### src/rtl/keypad_pkg.sv
// keypad_pkg -- shared types and constant tables for the 4x4 keypad scanner.
//
//   state_t        : scanner FSM states (SCAN, DEBOUNCE, HELD)
//   KEY_MAP        : hex value of each key, indexed [column][row]
//   SSEG_TABLE     : active-low {dp,g,f,e,d,c,b,a} pattern for each hex digit
//   low_row_index  : index of the lowest-numbered active-low row line
//
// Used by keypad_scan (top) and hex_to_sseg (optional KEYPAD_SSEG_EN decoder).
package keypad_pkg;

    typedef enum logic [1:0] {
        SCAN     = 2'd0,
        DEBOUNCE = 2'd1,
        HELD     = 2'd2
    } state_t;

    // [column][row]; each inner list runs row 0..3.
    localparam logic [3:0] KEY_MAP [4][4] = '{
        '{4'h1, 4'h4, 4'h7, 4'h0},
        '{4'h2, 4'h5, 4'h8, 4'hF},
        '{4'h3, 4'h6, 4'h9, 4'hE},
        '{4'hA, 4'hB, 4'hC, 4'hD}
    };

    // Active-low segments, dp kept dark (bit 7 = 1).
    localparam logic [7:0] SSEG_TABLE [16] = '{
        8'hC0, 8'hF9, 8'hA4, 8'hB0, 8'h99, 8'h92, 8'h82, 8'hF8,
        8'h80, 8'h90, 8'h88, 8'h83, 8'hC6, 8'hA1, 8'h86, 8'h8E
    };

    // Lowest-index row that reads low; only meaningful when some row is low.
    function automatic logic [1:0] low_row_index(input logic [3:0] rows);
        logic [1:0] idx;
        idx = 2'd0;
        for (int i = 3; i >= 0; i--) begin
            if (!rows[i]) idx = 2'(i);
        end
        return idx;
    endfunction

endpackage

### src/rtl/hex_to_sseg.sv
// hex_to_sseg -- combinational hex digit to seven-segment decoder.
//
// Ports:
//   hex : in  4  digit to display
//   seg : out 8  active-low segments {dp,g,f,e,d,c,b,a}, dp always off
//
// Instantiated by keypad_scan only when KEYPAD_SSEG_EN is defined.
module hex_to_sseg
    import keypad_pkg::*;
(
    input  logic [3:0] hex,
    output logic [7:0] seg
);

    assign seg = SSEG_TABLE[hex];

endmodule

### src/rtl/keypad_scan.sv
// keypad_scan -- 4x4 matrix keypad scanner with debounce and hex output.
//
// Parameters:
//   SCAN_DIV  : clk cycles per column dwell (>= 2)
//   DEB_SCANS : consecutive agreeing samples to accept a press or release (1..255)
//
// Ports:
//   clk       : in  1  system clock, rising edge
//   rst       : in  1  asynchronous active-high reset
//   row       : in  4  keypad rows, active-low, asynchronous to clk
//   col       : out 4  column drive, active-low, one-hot-zero
//   key_code  : out 4  hex value of the last accepted key
//   key_valid : out 1  one-cycle pulse on press acceptance
//   key_down  : out 1  high from press acceptance until release acceptance
//   fsm_state : out 2  current scanner state (debug observation)
//   sseg      : out 8  active-low segments of key_code (only with KEYPAD_SSEG_EN)
//
// Build option: define KEYPAD_SSEG_EN to add the sseg port and its decoder.
//
// Row lines are only looked at once per dwell, at the last count of the
// dwell counter, so the column drive has settled well before the sample.
module keypad_scan
    import keypad_pkg::*;
#(
    parameter int SCAN_DIV  = 100000,
    parameter int DEB_SCANS = 10
) (
    input  logic       clk,
    input  logic       rst,
    input  logic [3:0] row,
    output logic [3:0] col,
    output logic [3:0] key_code,
    output logic       key_valid,
    output logic       key_down,
    output state_t     fsm_state
`ifdef KEYPAD_SSEG_EN
    ,
    output logic [7:0] sseg
`endif
);

    localparam int             DIV_W    = $clog2(SCAN_DIV);
    localparam logic [DIV_W-1:0] DIV_LAST = DIV_W'(SCAN_DIV - 1);
    localparam logic [7:0]     DEB_LAST = 8'(DEB_SCANS - 1);

    state_t           state, state_next;
    logic [3:0]       row_meta, row_sync;
    logic [DIV_W-1:0] dwell;
    logic [1:0]       col_idx;
    logic [1:0]       cap_row;
    logic [7:0]       deb_cnt, deb_next;
    logic [7:0]       rel_cnt, rel_next;

    logic             sample;
    logic             any_low;
    logic             cap_low;
    logic [1:0]       new_row;
    logic             capture, accept, release_key, advance;
    logic [1:0]       accept_row;
    logic [3:0]       code_next;

    assign sample    = (dwell == DIV_LAST);
    assign any_low   = ~&row_sync;
    assign cap_low   = ~row_sync[cap_row];
    assign new_row   = low_row_index(row_sync);
    assign col       = ~(4'b0001 << col_idx);
    assign fsm_state = state;

    // With a single-sample debounce the press is accepted straight from SCAN,
    // before cap_row has been loaded, so take the row from the live sample.
    assign accept_row = (state == SCAN) ? new_row : cap_row;
    assign code_next  = KEY_MAP[col_idx][accept_row];

    always_ff @(posedge clk or posedge rst) begin
        if (rst) state <= SCAN;
        else     state <= state_next;
    end

    // Counters only move at sample points; both compare against DEB_LAST
    // before incrementing, so neither can pass DEB_SCANS.
    always_comb begin
        state_next  = state;
        deb_next    = deb_cnt;
        rel_next    = rel_cnt;
        capture     = 1'b0;
        accept      = 1'b0;
        release_key = 1'b0;
        advance     = 1'b0;
        case (state)
            SCAN: begin
                if (sample) begin
                    if (any_low) begin
                        capture  = 1'b1;
                        rel_next = 8'd0;
                        if (DEB_SCANS == 1) begin
                            accept     = 1'b1;
                            deb_next   = 8'd0;
                            state_next = HELD;
                        end else begin
                            deb_next   = 8'd1;
                            state_next = DEBOUNCE;
                        end
                    end else begin
                        advance = 1'b1;
                    end
                end
            end
            DEBOUNCE: begin
                if (sample) begin
                    if (cap_low) begin
                        if (deb_cnt == DEB_LAST) begin
                            accept     = 1'b1;
                            deb_next   = 8'd0;
                            rel_next   = 8'd0;
                            state_next = HELD;
                        end else begin
                            deb_next = deb_cnt + 8'd1;
                        end
                    end else begin
                        deb_next   = 8'd0;
                        state_next = SCAN;
                    end
                end
            end
            HELD: begin
                if (sample) begin
                    if (!cap_low) begin
                        if (rel_cnt == DEB_LAST) begin
                            release_key = 1'b1;
                            rel_next    = 8'd0;
                            state_next  = SCAN;
                        end else begin
                            rel_next = rel_cnt + 8'd1;
                        end
                    end else begin
                        rel_next = 8'd0;
                    end
                end
            end
            default: state_next = SCAN;
        endcase
    end

    always_ff @(posedge clk or posedge rst) begin
        if (rst) begin
            row_meta  <= 4'hF;
            row_sync  <= 4'hF;
            dwell     <= '0;
            col_idx   <= 2'd0;
            cap_row   <= 2'd0;
            deb_cnt   <= 8'd0;
            rel_cnt   <= 8'd0;
            key_code  <= 4'h0;
            key_valid <= 1'b0;
            key_down  <= 1'b0;
        end else begin
            row_meta  <= row;
            row_sync  <= row_meta;
            dwell     <= sample ? '0 : dwell + 1'b1;
            deb_cnt   <= deb_next;
            rel_cnt   <= rel_next;
            key_valid <= accept;
            if (advance) col_idx <= col_idx + 2'd1;
            if (capture) cap_row <= new_row;
            if (accept) begin
                key_code <= code_next;
                key_down <= 1'b1;
            end else if (release_key) begin
                key_down <= 1'b0;
            end
        end
    end

`ifdef KEYPAD_SSEG_EN
    logic [7:0] seg_next;

    // Decode the code being loaded so sseg changes in the same cycle as key_code.
    hex_to_sseg u_hex_to_sseg (
        .hex (code_next),
        .seg (seg_next)
    );

    always_ff @(posedge clk or posedge rst) begin
        if (rst)         sseg <= 8'hC0;
        else if (accept) sseg <= seg_next;
    end
`endif

endmodule

### config.mk
export PLATFORM = sky130hd
export DESIGN_NAME = keypad_scan
export DESIGN_NICKNAME = d
export VERILOG_FILES = /design/src/rtl/keypad_pkg.sv /design/src/rtl/hex_to_sseg.sv /design/src/rtl/keypad_scan.sv
export SDC_FILE = /design/constraint.sdc
export NUM_CORES = 1
export LEC_CHECK = 0
export CAP_MARGIN = 5
export CORE_UTILIZATION = 42
export DETAILED_ROUTE_END_ITERATION = 10
export DONT_BUFFER_PORTS = 1
export GPL_TIMING_DRIVEN = 0
export PLACE_DENSITY = 0.63
export RECOVER_POWER = 50
export SLEW_MARGIN = 30
export SYNTH_ARGS = -nofsm -noshare
export SYNTH_HDL_FRONTEND = slang
export SYNTH_HIERARCHICAL = 1
export SYNTH_SLANG_ARGS = --single-unit
### constraint.sdc
create_clock -name clk -period 3.2 [get_ports clk]
set_input_delay 0.64 -clock clk [delete_from_list [all_inputs] [get_ports clk]]
set_output_delay 0.64 -clock clk [all_outputs]
set_load 0.02 [all_outputs]
# --- After elaboration in Yosys (flattened, before gate mapping) ---
# Cells that the tools add are included.
# Widths: inputs -> output; s select.
word_totals:
  ff_bits: 53
  input_bits: 6
classes:
  n_addsub: 4
  order_cmp: 3
  n_eq_ne: 14
  shift: 1
  mux: 54
  n_bitwise: 3
  reduce_logical: 8
ops:
  columns: ["operator", "n"]
  rows:
  - ["$mux 8", 13]
  - ["$bmux 16 s2", 1]
  - ["$mux 16", 2]
  - ["$mux 2", 13]
  - ["$pmux 8 s3", 1]
  - ["$add 17x1->17 const B", 1]
  - ["$eq 17x17->1 const B", 1]
  - ["$mux 1", 17]
  - ["$mux 17", 1]
  - ["$add 8x1->8 const B", 2]
  - ["$eq 8x4->1 const B", 2]
  - ["$ne 2x2->1 const B", 8]
  - ["$pmux 8 s2", 1]
  - ["$reduce_and 7->1", 2]
  - ["$bmux 4 s2", 1]
  - ["$mux 4", 2]
  - ["$reduce_and 4->1", 2]
  - ["$ge 3x3->1 const B", 2]
  - ["$not 2->3", 2]
  - ["$pmux 2 s3", 1]
  - ["$not 4->4", 1]
  - ["$reduce_bool 2->1", 2]
  - ["$shl 1x2->4 const A", 1]
  - ["$lt 2x3->1 const B", 1]
  - ["7 further kinds", 7]

# --- Longest topological paths before layout ---
depth:
  depth_word: 9
  depth_mapped: 8

# --- Least setup slack after synthesis ---
# Ideal clock, no wire load.
synth_timing:
  path_kind: "flip-flop to flip-flop"
  startpoint: "register dwell[12]"
  endpoint: "register rel_cnt[3]"
  arrival_time_ns: 2.486
  setup_slack_ns: 0.649
  path_stages_with_launch: 8
  path_buffers: 2
  period_less_slack_ns: 2.551
  cell_sequence: "dfrtp_1 > or4b_1 > or4_1 > buf_2 > or3_1 > clkbuf_2 > or3b_1 > nand2_1"
synth_between:
  elab_chain_cells: 3
  elab_cells_between_ends: 5
synth_rtl:
  columns: ["item", "line", "source"]
  rows:
  - ["start, declared", "keypad_scan.sv:48", "logic [DIV_W-1:0] dwell;"]
  - ["start signal, assigned", "keypad_scan.sv:159", "dwell <= sample ? '0 : dwell + 1'b1;"]
  - ["$eq 17x17->1 (*)", "keypad_scan.sv:62", "assign sample = (dwell == DIV_LAST);"]
  - ["$ne 2x2->1 (no source line)", null, null]
  - ["$reduce_and 7->1 (no source line) (*)", null, null]
  - ["end signal, assigned", "keypad_scan.sv:161", "rel_cnt <= rel_next;"]
  - ["end, declared", "keypad_scan.sv:52", "logic [7:0] rel_cnt, rel_next;"]
# Mark *: on every way between the ends. The rest lies on a longest branch, timed or not.
# A chain may end at the register's enable or synchronous reset.

# --- Final worst setup path ---
layout_timing:
  startpoint: "register dwell[11]"
  endpoint: "register rel_cnt[3]"
# Same word-level chain as after synthesis.

==> impl_results.md <==
* Std-Cell Rows at 29
* Die Ht at 82.9 µm
* Syn nets at 290
* Overflow left after global routing at 0
* Post-synthesis sequential area ratio at 48.7%
* CTS tree: built
* Number of antenna violations at the first check in global routing at 0
* Maximum number of pins on one net before global-route repair at 30
* Via/cell ratio at 5.43
* Total track usage at 16.4%
* Count of hold buffers inserted by post-cts repair at 0
* Post-synthesis cell type with the largest combined area: sky130_fd_sc_hd__dfrtp_1
* Count of routing violations after the opening detailed-route iteration at 74
* Cell chain of the critical path: or4b_1, or4_1, buf_2, or3_1, clkbuf_2, or3b_1, nand2_1
* Switching power of the nets at 239 µW
* Clock buffer depth at 2
* Post-synthesis cell count at 273
* Hold_ws at 0.320 ns
* Setup repair after global routing missed its margin: no
* Number of levels in the clock H-tree at 2
* Part of the total power dissipated in combinational logic at 2.7%
* Seq cells post-synth at 53
* Post-route DRC at 0
* Pleak at 1.30 nW
* Hpwl dp at 3630 µm
* Sum of negative setup slack at 0 ns
* Share of the cycle needed by the critical path after routing at 85.7%
* Number of instances on the worst hold path at 0
* Detailed-router iteration count before antenna repair at 4
* Async set-or-reset flop fraction in the synthesized netlist at 100%
* Worst endpoint data arrival time at 2.99 ns
* Sum of routed wire length over all layers at 5110 µm
* Vias in the first global route at 2,011
* Insertion delay to the later sink of the worst-skew pair at 0.30 ns
* Die outline width at 82.9 µm
* Worst-case headroom to the max-slew limit at -3.76%
* Critical path endpoint category: register
* Largest stage delay on the critical path at 0.53 ns
* Post-route minimum period at 2.74 ns
* Setup CP Type: reg2reg
* Initial Util at 43.5%
* Number of warnings issued by yosys at 6
* Clock-pin slew reported for the worst setup and hold paths after clock tree synthesis at 0.10 ns
* Number of buffers inserted by port buffering at 0
* Final Power at 1.08 mW
* Pins over their slew limit at 30
* Most repeated cell in the gate-level netlist after synthesis: sky130_fd_sc_hd__dfrtp_1
* Finished Cell Area at 0.00295 mm²
* Die outline area at 0.00687 mm²
* Worst-path maximum fanout at 9
* Final Hold Violating Endpoints at 0
* Worst-Margin Slew at 1.56 ns
* Synth top area cells: sky130_fd_sc_hd__dfrtp_1, sky130_fd_sc_hd__dfstp_2, sky130_fd_sc_hd__ha_1
* Max-capacitance violation count at 1
* Worst Reg-to-Reg Cells at 7
* Clock Sink Count at 53
* Layout net count at 298
* Worst setup slack before clock tree synthesis at 0.484 ns
* Share of power burned in the clock network at 34.0%
* Area fraction of the dominant cell type after synthesis at 41.0%
* Antenna-violating nets left at 0
* Required time of the worst setup path at 3.45 ns
* Area growth, synth to finish at 7.38%
* Resize count post-CTS at 0
* Count of boundary I/O pins at 18
* Switching part of the total at 22.2%
* First-pass GRT wire length at 9110 µm
* Final setup vio count at 0
* Standard cell area after detailed placement at 0.00288 mm²
* Critical Path Source Type: register
* Slowest cell on crit path: sky130_fd_sc_hd__or4b_1
* Post-CTS repair timing setup buffer count at 0
* Worst min path class: in2reg
* Unique masters post-synth at 51
* Worst voltage drop across the vdd grid at 0.000229 V
* Routed via count at 1,949
* Cell-internal power at 841 µW
* Number of buffers inserted during clock tree synthesis at 5
* Fraction of layout cells with a size suffix above 1 at 13.1%
* Worst setup skew after layout at 0.0101 ns
* Top cells by instance count after synthesis: sky130_fd_sc_hd__dfrtp_1, sky130_fd_sc_hd__nor2_1, sky130_fd_sc_hd__nand2_1
* Post-Synthesis Cell Area at 0.00275 mm²
* Crit path setup slack, layout at 0.458 ns
* Post-synthesis average cell area at 10.1 µm²
* Root Driver: sky130_fd_sc_hd__clkbuf_8
* Detailed-route wire length per cell at 14.2 µm
* Number of enable flip-flop cells after synthesis at 0
* Main synth FF type: sky130_fd_sc_hd__dfrtp_1
* Power density cells at 366 mW/mm²
* Global placer's final weighted congestion at 0.752
* Core footprint at 0.00631 mm²
* Sequential Power Share at 63.3%
* Result of the run: finished, violations left
* Failing checks: capacitance limit, slew limit
* Top achievable clock speed at 0.365 GHz
* ANT cells at 0
-- critical path, delay by kind of cell, from the launching register on --
kind,cells,cell delay (ns)
simple gates,5,1.89
flops,1,0.44
buf+inv,2,0.36
-- power groups by stage --
stage	Clock (mW)	Combinational [mW]	Sequential, mW
after floorplan	0	0.0230	0.695
after global placement	0	0.0291	0.696
after detailed placement	0	0.0328	0.696
after CTS	0.392	0.0333	0.684
after global routing	0.416	0.0343	0.685
final	0.368	0.0293	0.684
-- cell type report --
| type | instances | area, µm² |
|---|---|---|
| Inverter | 16 | 61.3 |
| Clock inverter | 2 | 15.0 |
| Timing Repair Buffer | 1 | 3.75 |
| Fill cell | 613 | 3360 |
| Multi-Input combinational cell | 199 | 1330 |
| Sequential cell | 53 | 1340 |
| Tap cell | 77 | 96.3 |
| Clock buffer | 6 | 72.6 |
| Buffer | 5 | 35.0 |
-- metal layers --
layer | up-vias | global-route usage [%] | part of all wire (%) | wire length (µm)
met5 | - | 0 | 0 | 0
li1 | 971 | - | - | -
met1 | 947 | 20.9 | 48 | 2450
met4 | 0 | 5.64 | 1.4 | 71
met3 | 8 | 3.28 | 2.7 | 140
met2 | 23 | 27.8 | 48 | 2440
-- metrics by stage --
step           util (%)  cells
4_1_cts            47.0    359
5_1_grt            46.7    359
2_1_floorplan         -    273
3_5_place_dp       45.6    351
3_3_place_gp       45.0    350
6_report           46.7    359
-- worst paths after layout --
kind                                       startpoint                      end  slack, ns
worst max-delay path              dwell[11]$_DFF_PP0_   rel_cnt[3]$_DFFE_PP0P_       0.46
worst min-delay path                           row[0]    row_meta[0]$_DFF_PP1_       0.32
worst max register to register    dwell[11]$_DFF_PP0_   rel_cnt[3]$_DFFE_PP0P_       0.46
worst min register to register  row_meta[2]$_DFF_PP1_    row_sync[2]$_DFF_PP1_       0.35
max in group asynchronous                         rst  key_code[1]$_DFFE_PP0P_       0.90
min in group asynchronous                         rst      dwell[15]$_DFF_PP0_       0.40
-- flip-flops by register name, indices dropped and copies added (netlist names) --
register,count
cap_row,2
col_idx,2
deb_cnt,8
dwell,17
fsm_state,2
key_code,4
key_down,1
key_valid,1
rel_cnt,8
row_meta,4
row_sync,4
-- placed cells by master (no fill, tap or decap), types with 6 or more instances in the layout --
cell type,instances
sky130_fd_sc_hd__xnor2_1,13
sky130_fd_sc_hd__inv_1,15
sky130_fd_sc_hd__o21ai_0,16
sky130_fd_sc_hd__nor3_1,6
sky130_fd_sc_hd__dfstp_2,8
sky130_fd_sc_hd__xor2_1,8
sky130_fd_sc_hd__dfrtp_1,45
sky130_fd_sc_hd__a21oi_1,12
sky130_fd_sc_hd__nand2_1,22
sky130_fd_sc_hd__clkbuf_8,6
sky130_fd_sc_hd__ha_1,11
sky130_fd_sc_hd__nor2_1,27
sky130_fd_sc_hd__nand3_1,15
-- kinds of logic (layout without fill, tap and decap cells) --
group,Yosys count,count (layout),share of synthesized area [%]
compound gates,42,42,9.02
xor+xnor,21,21,6.70
fa+ha+maj,11,11,5.01
mux,10,10,4.46
simple gates,115,115,22.7
flops,53,53,48.7
buf+inv,21,30,3.46
No activity file was read; power rests on OpenSTA's default activity.
